[src/rtl/mdu_if.sv]
// mdu_if: start/busy/done handshake and operand/result bus for mul_div_unit
// Ports (signals):
//   start  - request, accepted only while the unit is idle
//   op     - RV32M funct3 code
//   a, b   - rs1/rs2 operands, sampled on the accepting edge
//   busy   - operation in flight
//   done   - one-cycle pulse, result valid
//   result - registered result, held until the next completion or reset
// Modports: master drives the request side, slave is the unit itself.
interface mdu_if #(parameter int XLEN = 32);
    logic            start;
    logic [2:0]      op;
    logic [XLEN-1:0] a;
    logic [XLEN-1:0] b;
    logic            busy;
    logic            done;
    logic [XLEN-1:0] result;
    modport master (output start, op, a, b, input busy, done, result);
    modport slave  (input start, op, a, b, output busy, done, result);
endinterface

[src/rtl/mul_div_unit.sv]
// mul_div_unit: iterative RV32M multiply/divide, one bit per cycle
// Ports:
//   clk   - rising-edge clock
//   reset - asynchronous active-high reset, clears all state
//   bus   - mdu_if slave: start/op/a/b in, busy/done/result out
// Optional feature: define MDU_EARLY_OUT_EN to skip the iterations for
// divide by zero, signed overflow and multiplies with a zero operand.
module mul_div_unit #(parameter int XLEN = 32) (
    input  logic clk,
    input  logic reset,
    mdu_if.slave bus
);
    localparam int CW = $clog2(XLEN);
    typedef enum logic [1:0] {IDLE, CALC, FINISH} state_t;
    state_t state, state_nx;
    logic [CW-1:0]     cnt;
    logic [2:0]        op_q;
    logic [XLEN-1:0]   m;
    logic [2*XLEN-1:0] acc;
    logic              neg, sa_q, div0;
    logic              done_q;
    logic [XLEN-1:0]   result_q;
    logic              sa_en, sb_en, sa, sb, is_div, b_zero, early;
    logic [XLEN-1:0]   mag_a, mag_b;
    logic [2*XLEN-1:0] early_acc, mul_nx, div_nx, prod;
    logic [XLEN:0]     mul_sum, diff;
    logic [XLEN-1:0]   quo, rem, res;
    assign is_div = bus.op[2];
    assign b_zero = bus.b == '0;
`ifdef MDU_EARLY_OUT_EN
    logic ovf;
    assign ovf   = is_div & ~bus.op[0] & (bus.a == {1'b1, {(XLEN-1){1'b0}}}) & (&bus.b);
    assign early = is_div ? (b_zero | ovf) : (b_zero | (bus.a == '0));
`else
    assign early = 1'b0;
`endif
    always_comb begin
        // Signed operands: MULH/MULHSU take a signed, MULH takes b signed, DIV/REM both
        sa_en   = is_div ? ~bus.op[0] : (bus.op[0] ^ bus.op[1]);
        sb_en   = is_div ? ~bus.op[0] : (bus.op[1:0] == 2'b01);
        sa      = sa_en & bus.a[XLEN-1];
        sb      = sb_en & bus.b[XLEN-1];
        mag_a   = sa ? -bus.a : bus.a;
        mag_b   = sb ? -bus.b : bus.b;
        // Preloads that let FINISH produce the special-case results directly:
        // divide by zero keeps |a| as remainder, overflow is the normal MIN/1 setup
        early_acc = is_div ? (b_zero ? {mag_a, {XLEN{1'b1}}} : {{XLEN{1'b0}}, mag_a}) : '0;
        // Shift-add: high half accumulates the multiplicand, carry shifts in
        mul_sum = {1'b0, acc[2*XLEN-1:XLEN]} + (acc[0] ? {1'b0, m} : '0);
        mul_nx  = {mul_sum, acc[XLEN-1:1]};
        // Restoring divide: acc = {remainder, dividend/quotient}, guard bit flags borrow
        diff    = acc[2*XLEN-1:XLEN-1] - {1'b0, m};
        div_nx  = diff[XLEN] ? {acc[2*XLEN-2:XLEN-1], acc[XLEN-2:0], 1'b0}
                             : {diff[XLEN-1:0], acc[XLEN-2:0], 1'b1};
        prod    = neg ? -acc : acc;
        quo     = div0 ? '1 : (neg ? -acc[XLEN-1:0] : acc[XLEN-1:0]);
        rem     = sa_q ? -acc[2*XLEN-1:XLEN] : acc[2*XLEN-1:XLEN];
        res     = op_q[2] ? (op_q[1] ? rem : quo)
                          : (op_q[1:0] == 2'b00 ? prod[XLEN-1:0] : prod[2*XLEN-1:XLEN]);
    end
    always_comb begin
        state_nx = state;
        state_nx = (state == IDLE) ? (bus.start ? (early ? FINISH : CALC) : IDLE)
                 : (state == CALC) ? (cnt == '0 ? FINISH : CALC)
                 : IDLE;
    end
    always_ff @(posedge clk or posedge reset)
        if (reset) state <= IDLE;
        else       state <= state_nx;
    always_ff @(posedge clk or posedge reset) begin
        if (reset) begin
            cnt      <= '0;
            op_q     <= '0;
            m        <= '0;
            acc      <= '0;
            neg      <= 1'b0;
            sa_q     <= 1'b0;
            div0     <= 1'b0;
            done_q   <= 1'b0;
            result_q <= '0;
        end else begin
            done_q <= state == FINISH;
            if (state == IDLE && bus.start) begin
                op_q <= bus.op;
                m    <= is_div ? mag_b : mag_a;
                acc  <= early ? early_acc : {{XLEN{1'b0}}, is_div ? mag_a : mag_b};
                neg  <= sa ^ sb;
                sa_q <= sa;
                div0 <= is_div & b_zero;
                cnt  <= CW'(XLEN - 1);
            end else if (state == CALC) begin
                acc <= op_q[2] ? div_nx : mul_nx;
                cnt <= cnt - 1'b1;
            end
            if (state == FINISH) result_q <= res;
        end
    end
    assign bus.busy   = state != IDLE;
    assign bus.done   = done_q;
    assign bus.result = result_q;
endmodule

[src/flat_wrapper.sv]
// flat-port wrapper written by rule: the top's interface ports become plain ports
module mul_div_unit_flat 
#(parameter int XLEN = 32)
  (clk, reset, bus_start, bus_op, bus_a, bus_b, bus_busy, bus_done, bus_result);
  mdu_if #(.XLEN(XLEN)) bus_i ();
  input  logic clk;
  input  logic reset;
  input wire logic [$bits(bus_i.start)-1:0] bus_start;
  input wire logic [$bits(bus_i.op)-1:0] bus_op;
  input wire logic [$bits(bus_i.a)-1:0] bus_a;
  input wire logic [$bits(bus_i.b)-1:0] bus_b;
  output wire logic [$bits(bus_i.busy)-1:0] bus_busy;
  output wire logic [$bits(bus_i.done)-1:0] bus_done;
  output wire logic [$bits(bus_i.result)-1:0] bus_result;
  assign bus_i.start = bus_start;
  assign bus_i.op = bus_op;
  assign bus_i.a = bus_a;
  assign bus_i.b = bus_b;
  assign bus_busy = bus_i.busy;
  assign bus_done = bus_i.done;
  assign bus_result = bus_i.result;
  mul_div_unit #(.XLEN(XLEN)) u_core (.clk(clk), .reset(reset), .bus(bus_i));
endmodule
[config.mk]
export PLATFORM = sky130hd
export DESIGN_NAME = mul_div_unit_flat
export DESIGN_NICKNAME = d
export VERILOG_FILES = /design/src/rtl/mdu_if.sv /design/src/rtl/mul_div_unit.sv /design/src/flat_wrapper.sv
export SDC_FILE = /design/constraint.sdc
export NUM_CORES = 1
export LEC_CHECK = 0
export ABC_AREA = 1
export CAP_MARGIN = 15
export CORE_UTILIZATION = 38
export CTS_CLUSTER_DIAMETER = 100
export DETAILED_ROUTE_END_ITERATION = 16
export GPL_TIMING_DRIVEN = 0
export SLEW_MARGIN = 10
export SYNTH_ARGS = -nofsm -noshare
export SYNTH_HDL_FRONTEND = slang
export SYNTH_SLANG_ARGS = --single-unit
[constraint.sdc]
create_clock -name clk -period 16 [get_ports clk]
set_input_delay 4.8 -clock clk [delete_from_list [all_inputs] [get_ports clk]]
set_output_delay 4.8 -clock clk [all_outputs]
set_load 0.01 [all_outputs]
==> results.yml <==
min_path:
  min_from: "u_core.bus.result[5]"
  min-delay-path-class: "reg2reg"
  worstHoldPathCells: 2
  hold_end: "u_core.bus.result[5]"
worst_setup_path:
  worstPathRequired_ps: 16440
  path_buf_inv: 4
  cp.arrival_ps: 7710
  worst-path-max-fanout: 10
  rrSetupSlack_ps: 12600
  timing.critical_path.mode_cell: "nand2_1"
  critPathKind: "in2reg"
  cpPeakStageDelay_ps: 900
  path_delay_family: "compound AO/OA/AOI/OAI gates"
  r2r-start: "u_core.acc[36]"
  cp-start-kind: "input port"
  reg2reg_depth: 11
  crit_chain: "clkdlybuf4s50_1 -> inv_1 -> ha_1 -> nand2_1 -> nand2_1 -> nor2_4 -> buf_2 -> o21ai_0 -> nand2_1 -> a32o_1 -> inv_1"
  worst_setup_path_end_kind: "register"
  reg2reg_to: "u_core.bus.result[22]"
  cp_slowest_cell: "o21ai_0"
sta:
  slew_headroom_pct: 17.12
  slew_viol_final: 0
  tightestPinTransition_ps: 1243
  skew_ps: 11.20
  fmaxAchievable_mhz: 137.5
  fin_crit_ps: 7271
  fin_tns_setup_ps: 0
  post-route-period-util_pct: 45.44
  rsz0062_at_grt: "false"
  finalHoldViolCount: 0
  setup_viol: 0
yosys:
  yosysSeqAreaShare_pct: 20.22
  synth-seq-cells: 142
  syn-num-nets: 3260
  avgSynthCellArea_um2: 5.636
  syn_inst: 3118
  synth_top_cell_by_area: "nand2_1"
  ys_warn_count: 0
  synthTopCellsByArea: "nand2_1 24%, dfrtp_1 20%, inv_1 10%"
  syn_area_um2: 17570
  synth_top_area_share_pct: 23.54
  yosysUniqueCellTypes: 52
die:
  row_count: 78
  die_h_um: 217.0
  design.die.area_um2: 47110
  core-area_um2: 45480
  fp.dieW_um: 217.0
  pin_count: 104
  initial_core_util_pct: 38.64
power_and_ir_drop:
  p_int_w: 0.001936
  p_seq_share_pct: 17.5
  p_leak_nw: 10.47
  p_sw_share_pct: 61.57
  power.density_nw_per_um2: 252.6
  power_frac_clock_pct: 8.1
  combPwrFrac_pct: 74.4
  power.total_w: 0.005038
  peakVddDrop_mv: 0.09427
  power.switching_w: 0.003102
grt:
  track_usage_pct: 37.42
  grt_overflow: 0
  grt_antenna_before_repair: 1
  grt_max_degree: 110
  first_global_vias: 20270
  grt_pass1_wl_um: 128800
flow_run:
  drv_cap: 0
cells_and_area:
  nNetsFinal: 3383
  drive_above_1_share_pct: 4.917
  antenna_cells: 0
  area_growth_pct: 13.52
clocking:
  cts_resized: 0
  cts_buffer_depth: 2
  clk_pin_slew_ps: 70
  cts.htree.levels: 4
  cts_tree: "built"
  cts_setup_buffers: 0
  insertion_delay_ps: 500
  clock_sinks: 142
  cts_root_buf: "clkbuf_16"
  postCtsHoldBufs: 0
  numCtsBuffers: 17
drt:
  drc: 0
  finalWirelength_um: 87360
  first_iter_violations: 2286
  drt-vias-per-instance: 5.602
  first_pass_iters: 6
  ant_nets: 0
  wl_per_cell_um: 22.67
  vias: 21590
place:
  place_congestion: 1.043
  portBuffers: 103
  dp_hpwl_um: 71690
status:
  run_status: "complete, no violations"
## per-stage QoR
step                instances  utilization [%]  setup slack (ps)  hold WS, ps  area (um2)
CTS                      3854            43.86              8855        479.8       19950
global route             3854            43.86              8729        494.1       19950
detailed placement       3822            42.63              8343        464.2       19390
floorplan                3118                -              7390        441.1       17570
finish                   3854            43.86              8729        477.6       19950
global placement         3821            42.56              5161        462.6       19350
## how the worst max path moves through the flow
stage	startpoint	endpoint	slack, ps	depth (start not counted)
2_1_floorplan	reset	u_core.acc[0]	7390	1
3_3_place_gp	reset	u_core.acc[62]	5160	2
3_5_place_dp	bus_op[1]	u_core.acc[1]	8340	11
4_1_cts	bus_op[1]	u_core.acc[1]	8850	11
5_1_grt	bus_op[1]	u_core.acc[2]	8730	12
6_report	bus_op[1]	u_core.acc[1]	8730	11
## power by group through the flow
stage | sequential (W) | clock [W] | combinational, W
finish | 0.000883 | 0.000409 | 0.00375
detailed placement | 0.000868 | 0 | 0.00360
floorplan | 0.000704 | 0 | 0.00248
global placement | 0.000866 | 0 | 0.00359
CTS | 0.000862 | 0.000411 | 0.00362
global route | 0.000887 | 0.000425 | 0.00412
## flip-flops by register name, summed over array words and instances (netlist names)
name	cells
u_core.acc	64
u_core.bus.result	32
u_core.m	32
u_core.cnt	5
u_core.op_q	3
u_core.state	2
u_core.bus.done	1
u_core.div0	1
u_core.neg	1
u_core.sa_q	1
## layer usage
layer	wire length, um	share of wire, %	track usage [%]
met5	13	0.015	0
met4	4540	5.2	19.01
met3	8927	10	7.841
met2	35670	41	54.97
met1	38210	44	51.42
## cells in the mapped netlist, drive strengths merged
cell	n
a21o	1
a21oi	125
a221oi	33
a22oi	7
a311oi	3
a31o	1
a31oi	5
a32o	1
and2	7
and3	1
buf	48
clkbuf	50
clkinv	4
dfrtp	142
fa	2
ha	70
inv	488
nand2	1116
nand3	339
nand3b	13
nand4	35
nor2	306
nor3	29
nor4	4
o211ai	30
o21a	4
o21ai	134
o21bai	13
o221ai	5
o22ai	7
o31ai	2
o41ai	1
or2	19
xnor2	8
xor2	65
## placed cells by master, fill, tap and decap left out, drive strengths merged, types with 29 or more instances in the layout
master / count
o21ai: 134
nor2: 306
buf: 49
nor3: 29
a221oi: 33
ha: 70
clkbuf: 70
dfrtp: 142
clkdlybuf4s50: 103
inv: 491
nand3: 339
nand2: 1116
xor2: 65
nand4: 35
o211ai: 30
a21oi: 125
## logic make-up (layout without fill, tap and decap cells)
| kind of cell | after synthesis | in the layout | share of synthesized area (%) |
|---|---|---|---|
| compound gates | 372 | 372 | 12.59 |
| xor+xnor | 73 | 73 | 3.639 |
| fa+ha+maj | 72 | 72 | 5.212 |
| buf+inv | 590 | 726 | 13.16 |
| flops | 142 | 142 | 20.22 |
| simple gates | 1869 | 1869 | 45.18 |
## worst min-delay path, stage by stage (launching register included)
cell and delay [ps]:
dfrtp_1 340, nand2_1 50, nand2_1 50
## final cells by class
type | instances | area, um2
Clock inverter | 12 | 112.6
Multi-Input combinational cell | 2386 | 11710
Clock buffer | 20 | 446.7
Inverter | 492 | 1856
Buffer | 98 | 464.2
Tap cell | 600 | 750.7
Timing Repair Buffer | 104 | 1059
Fill cell | 5060 | 25530
Sequential cell | 142 | 3553
No activity file was read; power rests on OpenSTA's default activity.
